===== src/rtl/riscv_mdu_seq.sv =====
// Sequential RV32 M-extension unit: radix-2 shift-add multiply and restoring divide.
// Divide-by-zero, signed overflow and illegal instructions complete through a one-cycle fast path.
module riscv_mdu_seq #(
    parameter int unsigned XLEN = 32,
    parameter int unsigned TAGW = 5
) (
    input  logic            clk,
    input  logic            rst_n,
    input  logic            flush,
    input  logic            in_valid,
    output logic            in_ready,
    input  logic [31:0]     instruction,
    input  logic [XLEN-1:0] rs1,
    input  logic [XLEN-1:0] rs2,
    input  logic [TAGW-1:0] in_tag,
    output logic            out_valid,
    input  logic            out_ready,
    output logic [XLEN-1:0] result,
    output logic [TAGW-1:0] out_tag,
    output logic            out_illegal
);

    localparam int unsigned CW = $clog2(XLEN) + 1;
    localparam logic [XLEN-1:0] MinNeg = {1'b1, {(XLEN-1){1'b0}}};

    typedef enum logic [1:0] {StIdle, StCalc, StFix, StDone} state_e;

    state_e            state_q, state_d;
    logic [CW-1:0]     cnt_q, cnt_d;
    logic [2:0]        op_q, op_d;
    logic [XLEN-1:0]   a_q, a_d;
    logic [2*XLEN-1:0] p_q, p_d;
    logic              neg_q, neg_d;
    logic [TAGW-1:0]   tag_q, tag_d;
    logic [XLEN-1:0]   result_q, result_d;
    logic [TAGW-1:0]   out_tag_q, out_tag_d;
    logic              illegal_q, illegal_d;

    logic              accept, legal, is_div, div_zero, div_ovf, s1, s2;
    logic [2:0]        f3;
    logic [XLEN-1:0]   mag1, mag2;
    logic [XLEN:0]     mul_sum, rem_sh, diff;
    logic              qbit;
    logic [2*XLEN-1:0] mul_next, div_next, prod_n;
    logic [XLEN-1:0]   dsel;
    logic              unused_instr;

    assign unused_instr = ^{instruction[24:15], instruction[11:7]};

    assign in_ready    = (state_q == StIdle);
    assign out_valid   = (state_q == StDone);
    assign result      = result_q;
    assign out_tag     = out_tag_q;
    assign out_illegal = illegal_q;

    assign accept   = in_valid & in_ready & ~flush;
    assign legal    = (instruction[6:0] == 7'b0110011) && (instruction[31:25] == 7'b0000001);
    assign f3       = instruction[14:12];
    assign is_div   = f3[2];
    assign div_zero = (rs2 == '0);
    assign div_ovf  = ~f3[0] && (rs1 == MinNeg) && (rs2 == '1);

    // Operand signedness: MULH both, MULHSU rs1 only, DIV/REM both; MUL low half is sign-agnostic.
    assign s1   = rs1[XLEN-1] & (is_div ? ~f3[0] : (f3 == 3'b001 || f3 == 3'b010));
    assign s2   = rs2[XLEN-1] & (is_div ? ~f3[0] : (f3 == 3'b001));
    assign mag1 = s1 ? (~rs1 + 1'b1) : rs1;
    assign mag2 = s2 ? (~rs2 + 1'b1) : rs2;

    assign mul_sum  = {1'b0, p_q[2*XLEN-1:XLEN]} + (p_q[0] ? {1'b0, a_q} : '0);
    assign mul_next = {mul_sum, p_q[XLEN-1:1]};

    // Restoring step: high half is the partial remainder, low half shifts dividend out / quotient in.
    assign rem_sh   = {p_q[2*XLEN-1:XLEN], p_q[XLEN-1]};
    assign diff     = rem_sh - {1'b0, a_q};
    assign qbit     = ~diff[XLEN];
    assign div_next = {(qbit ? diff[XLEN-1:0] : rem_sh[XLEN-1:0]), p_q[XLEN-2:0], qbit};

    assign prod_n = neg_q ? (~p_q + 1'b1) : p_q;
    assign dsel   = op_q[1] ? p_q[2*XLEN-1:XLEN] : p_q[XLEN-1:0];

    always_comb begin
        state_d   = state_q;
        cnt_d     = cnt_q;
        op_d      = op_q;
        a_d       = a_q;
        p_d       = p_q;
        neg_d     = neg_q;
        tag_d     = tag_q;
        result_d  = result_q;
        out_tag_d = out_tag_q;
        illegal_d = illegal_q;
        if (flush) begin
            state_d = StIdle;
            cnt_d   = '0;
        end else begin
            unique case (state_q)
                StIdle: begin
                    if (accept) begin
                        tag_d = in_tag;
                        op_d  = f3;
                        if (!legal) begin
                            state_d   = StDone;
                            result_d  = '0;
                            out_tag_d = in_tag;
                            illegal_d = 1'b1;
                        end else if (is_div && (div_zero || div_ovf)) begin
                            state_d   = StDone;
                            out_tag_d = in_tag;
                            illegal_d = 1'b0;
                            if (div_zero) result_d = f3[1] ? rs1 : '1;
                            else          result_d = f3[1] ? '0 : rs1;
                        end else begin
                            state_d = StCalc;
                            cnt_d   = '0;
                            a_d     = is_div ? mag2 : mag1;
                            p_d     = {{XLEN{1'b0}}, (is_div ? mag1 : mag2)};
                            neg_d   = (is_div && f3[1]) ? s1 : (s1 ^ s2);
                        end
                    end
                end
                StCalc: begin
                    p_d = op_q[2] ? div_next : mul_next;
                    if (cnt_q == CW'(XLEN - 1)) begin
                        state_d = StFix;
                    end else begin
                        cnt_d = cnt_q + 1'b1;
                    end
                end
                StFix: begin
                    state_d   = StDone;
                    out_tag_d = tag_q;
                    illegal_d = 1'b0;
                    if (op_q[2])              result_d = neg_q ? (~dsel + 1'b1) : dsel;
                    else if (op_q[1:0] == '0) result_d = prod_n[XLEN-1:0];
                    else                      result_d = prod_n[2*XLEN-1:XLEN];
                end
                StDone: begin
                    if (out_ready) state_d = StIdle;
                end
                default: state_d = StIdle;
            endcase
        end
    end

    always_ff @(posedge clk or negedge rst_n) begin
        if (!rst_n) begin
            state_q   <= StIdle;
            cnt_q     <= '0;
            op_q      <= '0;
            a_q       <= '0;
            p_q       <= '0;
            neg_q     <= 1'b0;
            tag_q     <= '0;
            result_q  <= '0;
            out_tag_q <= '0;
            illegal_q <= 1'b0;
        end else begin
            state_q   <= state_d;
            cnt_q     <= cnt_d;
            op_q      <= op_d;
            a_q       <= a_d;
            p_q       <= p_d;
            neg_q     <= neg_d;
            tag_q     <= tag_d;
            result_q  <= result_d;
            out_tag_q <= out_tag_d;
            illegal_q <= illegal_d;
        end
    end

endmodule


===== config.mk =====
export PLATFORM = sky130hd
export DESIGN_NAME = riscv_mdu_seq
export DESIGN_NICKNAME = d
export VERILOG_FILES = /design/src/rtl/riscv_mdu_seq.sv
export SDC_FILE = /design/constraint.sdc
export NUM_CORES = 1
export LEC_CHECK = 0
export ABC_AREA = 0
export CAP_MARGIN = 20
export CELL_PAD_IN_SITES_DETAIL_PLACEMENT = 0
export CELL_PAD_IN_SITES_GLOBAL_PLACEMENT = 1
export CORE_ASPECT_RATIO = 0.8
export CORE_MARGIN = 8
export CORE_UTILIZATION = 29
export CTS_CLUSTER_SIZE = 10
export DETAILED_ROUTE_END_ITERATION = 8
export PLACE_DENSITY_LB_ADDON = 0.1
export SLEW_MARGIN = 10
export SYNTH_ARGS = -nofsm -noshare
export SYNTH_HDL_FRONTEND = slang
export SYNTH_SLANG_ARGS = --single-unit

===== constraint.sdc =====
create_clock -name clk -period 5.9 [get_ports clk]
set_input_delay 0.59 -clock clk [delete_from_list [all_inputs] [get_ports clk]]
set_output_delay 0.59 -clock clk [all_outputs]
set_load 0.02 [all_outputs]

==> impl_metrics.tcl, run 1 <==
set metrics [dict create \
    synthTopCellsByArea "dfrtp_1 (23%), a21oi_1 (6.7%), nor2_1 (5.7%)" \
    syn_area_per_cell_um2 7.48 \
    rows 78 \
    crit_chain "inv_1, ha_1, fa_1, nand2b_1, a21o_1, a211o_1, a2111oi_2, nor4_1, nand3b_1, buf_12, nor2_1, o31ai_1, nand4_1" \
    core-area_um2 56600 \
    synth_edf_count 0 \
    tightestPinTransition_ps 1070 \
    die_area_um2 65100 \
    rsz0062_at_grt "no" \
    setup-violations-final 0 \
    gp_congestion 0.928 \
    syn_inst 2215 \
    layout.nets 2420 \
    r2r_start "p_q[31]" \
    yosysWarnings 0 \
    synth_seq_cells 151 \
    yosysSeqAreaShare_pct 22.8 \
    clockBufferDepth 2 \
    postPlaceCellArea_um2 18500 \
    start_util_pct 29.3 \
    outcome "finished, final reports clean" \
    ys_types 81 \
    postLayoutCellArea_um2 19100 \
    drt_first_pass_iters 5 \
    synth_most_common_cell "nor2_1" \
    detail-route-antenna-nets 0 \
    cp_slowest_cell "a2111oi_2" \
    critPathRequiredTime_ps 6310 \
    peakVddDrop_v 0.000303 \
    drt-initial-drc-count 1563 \
    antenna-diode-count 0 \
    multi_input_area_um2 11900 \
    stdcell_count 3010 \
    crit_path_start "p_q[31]" \
    dp_cells 2979 \
    clkTransAtPathRegs_ps 70 \
    wire_per_inst_um 24.5 \
    timing.critical_path.buf_inv 2 \
    pin_count 146 \
    fin_tns_setup_ps 0 \
    synth_top_area_share_pct 22.8 \
    grt_max_degree 75 \
    drc 0 \
    cellPowerDensity_nw_per_um2 514 \
    cts_hold_buf 0 \
    finalHoldViolCount 0 \
    cts-buffers-inserted 17 \
    syn_nets 2397 \
    crit_arrival_ps 5060 \
    clk_latency_ps 470 \
    hp-class "in -> async" \
    timing.final.max_slew_violations 0 \
    cts_tree "done" \
    yosys.area.top_type "dfrtp_1" \
    vias 17080 \
    fin_util_pct 33.8 \
    min_period_over_period_pct 78.9 \
    synth_common_cells "nor2_1 (252), a21oi_1 (221), nand2_1 (196), o21ai_0 (177), dfrtp_1 (151)" \
    synth_ff_type "dfrtp_1" \
    r2r_slack_ps 1250 \
    clock-sinks 151 \
    synth_area_um2 16600 \
    maxCapViolCount 0 \
    critPathMaxFanout 46 \
    final.min_clock_period_ps 4650 \
    grt_pass1_wl_um 110000 \
    maxSlewHeadroom_pct 27.1 \
    track_usage_pct 22.0 \
    worst-path-stages 13 \
    fin_skew_ps 11.1 \
    r2r_cells 13 \
    port_buffers 130 \
    synthArstFlopShare_pct 100 \
    antenna_found_initial 0 \
    cts_root_buf "clkbuf_16" \
    drive_above_1_share_pct 6.98 \
    holdWs_ps 115 \
    hpwl_um 57700 \
    die_h_um 230 \
    cp-start-kind "flip-flop" \
    fillers 6098 \
    criticalPathCategory "reg -> reg" \
    cp_slowest_stage_delay_ps 600 \
    post_cts_buffers 0 \
    grt.overflow.total 0 \
    dieWidth_um 283 \
    grt_pass1_vias 16051 \
    seq_area_um2 3780 \
    fmax_mhz 215 \
    cts_resized 0 \
    syn_to_final_growth_pct 15.3 \
    endpoint_kind "flip-flop" \
    viasPerCell 5.67 \
    leakage_nw 7.38 \
    route.final.wire_length_um 73800 \
    r2r-end "p_q[61]" \
    cp_top_family "compound AO/OA/AOI/OAI gates" \
    htreeDepth 4 \
]
[registers in the layout, indices dropped and copies added, names as in the netlist]
signal / count
neg_q: 1
out_illegal: 1
state_q: 2
result: 32
a_q: 32
p_q: 64
tag_q: 5
cnt_q: 6
out_tag: 5
op_q: 3
[layer usage]
metal	vias to the layer above	wire [um]	GRT usage, %
li1	8065	-	-
met1	8433	36400	32.8
met2	529	31400	32.7
met3	53	4630	3.64
met4	0	1390	4.80
met5	-	0	0
[cell usage in the layout, fill, tap and decap left out, types with 29 or more instances in the layout]
master,count
a21oi_1,221
maj3_1,29
nand2_1,196
mux2_2,35
buf_4,41
inv_1,70
nor3_1,41
o21ai_0,177
dfrtp_1,148
mux2i_1,56
clkdlybuf4s50_1,128
ha_1,73
xnor2_1,107
xor2_1,96
nor2_1,250
o31ai_1,37
a211oi_1,38
nand3_1,41
[cell type report]
class                           count  area share (%)
Sequential cell                   151            19.8
Clock inverter                     13           0.779
Tap cell                          760            4.98
Inverter                           70            1.38
Multi-Input combinational cell   1825            62.2
Clock buffer                       18            2.25
Timing Repair Buffer              173            8.61
[worst max-delay path by stage]
stage / end
finish: p_q[61]
global placement: p_q[61]
floorplan: result[30]
detailed placement: p_q[61]
CTS: p_q[61]
global route: p_q[61]
[per-stage QoR]
stage	power (mW)	worst slack, ps
finish	9.82	1250
CTS	9.82	1350
global placement	8.59	1380
global route	10.6	1060
detailed placement	8.59	1320
floorplan	6.46	1680
[cell families after synthesis]
| group | count (synthesis) | synth area share, % |
|---|---|---|
| AO/OA/AOI/OAI | 692 | 26.3 |
| buffers and inverters | 239 | 5.72 |
| flip-flops | 151 | 22.8 |
| AND/OR/NAND/NOR | 734 | 21.1 |
| multiplexers | 91 | 5.76 |
| adder cells (fa/ha/maj) | 105 | 7.58 |
| XOR/XNOR | 203 | 10.7 |
[power breakdown]
group	switching [mW]	total, mW	internal [mW]
Sequential	0.771	2.15	1.38
Combinational	3.90	6.51	2.61
Clock	0.538	1.17	0.627
Total	5.21	9.82	4.62
No activity file was read; power rests on OpenSTA's default activity.
==> run 2, diff against run 1 <==
==> constraint.sdc (replaced) <==
create_clock -name clk -period 4.6 [get_ports clk]
set_input_delay 0.46 -clock clk [delete_from_list [all_inputs] [get_ports clk]]
set_output_delay 0.46 -clock clk [all_outputs]
set_load 0.02 [all_outputs]
==> impl_metrics.tcl, run 2 (same netlist as run 1, synthesis figures left out) <==
set metrics [dict create \
    drive_above_1_share_pct 9.00 \
    pin_count 146 \
    post_cts_buffers 0 \
    min_period_over_period_pct 86.5 \
    clockBufferDepth 2 \
    detail-route-antenna-nets 0 \
    drc 0 \
    die_h_um 230 \
    timing.final.max_slew_violations 0 \
    clkTransAtPathRegs_ps 70 \
    route.final.wire_length_um 74900 \
    antenna_found_initial 0 \
    core-area_um2 56600 \
    endpoint_kind "flip-flop" \
    outcome "complete, but fails checks" \
    fillers 6099 \
    track_usage_pct 22.5 \
    start_util_pct 29.3 \
    crit_arrival_ps 4390 \
    stdcell_count 3060 \
    grt_pass1_wl_um 112000 \
    fin_skew_ps 13.1 \
    grt_pass1_vias 16316 \
    cts_root_buf "clkbuf_16" \
    htreeDepth 4 \
    critPathMaxFanout 11 \
    largest_register_ffs 64 \
    holdWs_ps -0.608 \
    die_area_um2 65100 \
    grt.overflow.total 0 \
    criticalPathCategory "reg -> reg" \
    drt-initial-drc-count 1708 \
    pre_cts_ws_ps 496 \
    rsz0062_at_grt "no" \
    fmax_mhz 251 \
    grt_max_degree 76 \
    port_buffers 130 \
    cts_tree "done" \
    crit_chain "ha_1, inv_1, or4_1, a211o_1, a2111oi_2, nor4_1, nand3b_1, buf_4, a2111o_1, a21oi_1, a221o_1" \
    leakage_nw 7.67 \
    finalHoldViolCount 1 \
    gp_congestion 0.920 \
    tightestPinTransition_ps 1020 \
    cp-start-kind "flip-flop" \
    hp-class "in -> async" \
    peakVddDrop_v 0.000304 \
    final.min_clock_period_ps 3980 \
    fin_tns_setup_ps 0 \
    clk_latency_ps 470 \
    cts-buffers-inserted 17 \
    vias 17158 \
    critPathRequiredTime_ps 5010 \
    clock-sinks 151 \
    r2r_cells 11 \
    wire_per_inst_um 24.5 \
    antenna-diode-count 0 \
    layout_common_cells "nor2_1 (250), a21oi_1 (221), nand2_1 (196), o21ai_0 (177), dfrtp_1 (148)" \
    syn_to_final_growth_pct 18.1 \
    cellPowerDensity_nw_per_um2 661 \
    viasPerCell 5.61 \
    cp_slowest_stage_delay_ps 620 \
    setup-violations-final 0 \
    cts_resized 0 \
    dieWidth_um 283 \
    cts_hold_buf 0 \
    drt_first_pass_iters 5 \
    maxSlewHeadroom_pct 31.2 \
    layout.nets 2471 \
    top_register "p_q" \
    layout_commonest_cell "nor2_1" \
    cp_slowest_cell "a2111oi_2" \
    dp_cells 3028 \
    rows 78 \
    setup_slack_ps 620 \
    violations "hold timing" \
    maxCapViolCount 0 \
    hpwl_um 59000 \
]
[run 2: cell count changes in the layout (fill, tap and decap cells not counted), moves of 2 or more]
cell       before  now
buf_4          41   88
inv_6           3    0
buf_12          2    4
bufinv_16       2    4
[run 2: area by class of cell]
type	instances	area, um2	area share [%]
Multi-Input combinational cell	1825	11900	60.7
Sequential cell	151	3780	19.3
Timing Repair Buffer	224	2070	10.6
Tap cell	760	951	4.86
Clock buffer	19	443	2.26
Inverter	70	263	1.34
Clock inverter	11	175	0.895
[run 2: worst max-delay path, delay by kind of cell, from the launching register on]
kind	cells	cell delay [ps]
AOI/OAI and AO/OA	5	1660
adders and majority gates	1	520
buffers and inverters	2	280
DFF	1	550
and+or+nand+nor	3	910
[run 2: path summary, 6_finish.rpt]
check | from | endpoint | slack, ps
worst max-delay path | p_q[39] | p_q[62] | 620
worst min-delay path | rst_n | out_tag[1] | -0.6
worst max register to register | p_q[39] | p_q[62] | 620
worst min register to register | cnt_q[4] | cnt_q[4] | 480
max in group asynchronous | rst_n | cnt_q[3] | 3420
min in group clk | cnt_q[4] | cnt_q[4] | 480
[run 2: power breakdown]
group	leakage [nW]	switching [mW]	internal, mW
sequential	1.93	0.798	1.77
combinational	5.44	5.30	3.48
clock	0.301	0.663	0.920
total	7.67	6.76	6.17
[run 2: through the flow]
| step | total power [mW] | utilization (%) | cell area, um2 |
|---|---|---|---|
| 6_report | 12.9 | 34.6 | 19600 |
| 5_1_grt | 13.9 | 34.6 | 19600 |
| 4_1_cts | 12.9 | 34.5 | 19500 |
| 3_5_place_dp | 11.2 | 33.4 | 18900 |
| 3_3_place_gp | 11.2 | 33.4 | 18900 |
| 2_1_floorplan | 8.29 | - | 16600 |
[run 2: metal layers]
layer	routed length, um	vias to the layer above	GRT usage, %
li1	-	8162	-
met1	37400	8477	33.5
met2	31900	466	33.4
met3	4430	53	4.18
met4	1130	0	4.32
met5	0	-	0
==> run 3, diff against run 2 <==
--- a/config.mk
+++ b/config.mk
@@ -12,8 +12,9 @@
 export CORE_ASPECT_RATIO = 0.8
 export CORE_MARGIN = 8
 export CORE_UTILIZATION = 29
-export CTS_CLUSTER_SIZE = 10
+export CTS_CLUSTER_SIZE = 16
 export DETAILED_ROUTE_END_ITERATION = 8
+export GPL_TIMING_DRIVEN = 0
 export PLACE_DENSITY_LB_ADDON = 0.1
 export SLEW_MARGIN = 10
 export SYNTH_ARGS = -nofsm -noshare
==> impl_metrics.tcl, run 3 (same netlist as run 1, synthesis figures left out) <==
set metrics [dict create \
    total_power_mw 13.7 \
    syn_to_final_growth_pct 18.1 \
    swShare_pct 56.1 \
    cp-start-kind "flip-flop" \
    final.min_clock_period_ps 4480 \
    p_comb_share_pct 71.8 \
    cp_common_cell "buf_2" \
    clkTransAtPathRegs_ps 80 \
    p_clk_share_pct 10.8 \
    internal-power_mw 6.00 \
    largest_register_ffs 64 \
    vias 18497 \
    layout.nets 2551 \
    layout_commonest_cell "nor2_1" \
    hpwl_um 71200 \
    r2r_cells 12 \
    port_buffers 130 \
    drt-initial-drc-count 2009 \
    gp_congestion 0.957 \
    crit_chain "ha_2, nand4_1, or4_1, a211o_1, a2111oi_4, o211ai_1, nand3b_1, buf_2, buf_2, nor2_1, a211oi_1, o22ai_1" \
    min_period_over_period_pct 97.4 \
    viasPerCell 5.89 \
    dieWidth_um 283 \
    switchingPower_mw 7.68 \
    criticalPathCategory "reg -> reg" \
    rows 78 \
    cts_hold_buf 0 \
    hp-class "in -> async" \
    setup_slack_ps 120 \
    setup-violations-final 0 \
    grt_max_degree 79 \
    start_util_pct 29.3 \
    clockBufferDepth 2 \
    crit_arrival_ps 4800 \
    pre_cts_ws_ps -2420 \
    maxCapViolCount 0 \
    fmax_mhz 223 \
    detail-route-antenna-nets 0 \
    drc 0 \
    cellPowerDensity_nw_per_um2 699 \
    fin_util_pct 34.6 \
    grt.overflow.total 0 \
    finalHoldViolCount 12 \
    die_h_um 230 \
    route.final.wire_length_um 88400 \
    cp_top_family "compound AO/OA/AOI/OAI gates" \
    layout_common_cells "nor2_1 (251), a21oi_1 (221), nand2_1 (196), o21ai_0 (175), dfrtp_1 (148)" \
    timing.critical_path.buf_inv 2 \
    violations "hold timing" \
    cp_slowest_cell "dfrtp_1" \
    clock-sinks 151 \
    fin_skew_ps 17.9 \
    r2r_slack_ps 120 \
    outcome "complete, but fails checks" \
    tightestPinTransition_ps 1080 \
    critPathMaxFanout 10 \
    htreeDepth 4 \
    r2r_start "p_q[48]" \
    cts_tree "done" \
    peakVddDrop_v 0.000392 \
    rsz0062_at_grt "no" \
    die_area_um2 65100 \
    track_usage_pct 26.1 \
    endpoint_kind "flip-flop" \
    grt_pass1_wl_um 127000 \
    leakage_nw 7.46 \
    r2r-end "p_q[0]" \
    antenna_found_initial 0 \
    holdWs_ps -11.9 \
    critPathRequiredTime_ps 4920 \
    cp_slowest_stage_delay_ps 590 \
    clk_latency_ps 470 \
    core-area_um2 56600 \
    drt_first_pass_iters 6 \
    pin_count 146 \
    seqPwrFrac_pct 17.4 \
    timing.final.max_slew_violations 0 \
    cts-buffers-inserted 17 \
    wire_per_inst_um 28.1 \
    grt_pass1_vias 17488 \
    top_register "p_q" \
    drive_above_1_share_pct 6.42 \
    cts_root_buf "clkbuf_16" \
    maxSlewHeadroom_pct 28.2 \
]
## run 3: cell types whose count changed in the layout (fill, tap and decap cells not counted), moves of 3 or more
cell / delta
clkbuf_4: +3
clkinvlp_4: +3
buf_12: -4
clkbuf_1: +123
buf_1: +15
bufinv_16: -3
buf_2: +16
inv_6: +4
buf_4: -82
buf_6: +4
o21ai_1: +3
clkbuf_2: +4
## run 3: area by class of cell
class	count	area (um2)
Fill cell	6129	37000
Multi-Input combinational cell	1825	11900
Sequential cell	151	3780
Timing Repair Buffer	138	1390
Tap cell	760	951
Buffer	166	696
Clock buffer	20	447
Inverter	70	263
Clock inverter	12	118
Antenna cell	1	2.50
## run 3: worst max-delay path by stage
stage / start / to / cells past startpoint
5_1_grt: p_q[48] / p_q[58] / 12
4_1_cts: p_q[0] / p_q[59] / 14
6_report: p_q[48] / p_q[0] / 12
3_3_place_gp: rst_n / p_q[34] / 1
3_5_place_dp: op_q[1] / result[30] / 14
2_1_floorplan: op_q[1] / result[30] / 14
## run 3: timing repair
item / in CTS / in global routing
resized for setup: 15 / 19
endpoints found under the hold margin: 0 / 0
gates cloned: 0 / 0
setup endpoints to repair: 51 / 36
pin swaps: 2 / 1
setup buffers: 2 / 2
## run 3: metal layers
| layer | GRT usage (%) | part of all wire (%) |
|---|---|---|
| met4 | 6.79 | 2.6 |
| met5 | 0 | 0 |
| met3 | 5.42 | 8.4 |
| met1 | 39.3 | 49 |
| met2 | 36.9 | 40 |
## run 3: worst reg2reg max path, cell delays in order, from the launching register on
cell and delay, ps:
dfrtp_1 590, ha_2 500, nand4_1 230, or4_1 580
a211o_1 390, a2111oi_4 550, o211ai_1 130, nand3b_1 100
buf_2 290, buf_2 420, nor2_1 110, a211oi_1 290
o22ai_1 150
## run 3: power by group through the flow
| stage | combinational, mW | sequential (mW) | clock (mW) |
|---|---|---|---|
| detailed placement | 9.47 | 2.33 | 0 |
| floorplan | 6.01 | 2.28 | 0 |
| global placement | 9.51 | 2.33 | 0 |
| CTS | 9.54 | 2.35 | 1.50 |
| global route | 10.4 | 2.42 | 1.54 |
| finish | 9.83 | 2.38 | 1.48 |
## run 3: metrics by stage
step	cell area, um2	TNS (ps)	cells
after floorplan	16600	0	2215
after CTS	19500	0	3139
after global routing	19600	0	3142
after global placement	18800	-670270	3105
after detailed placement	18900	-35270	3108
final	19600	0	3143
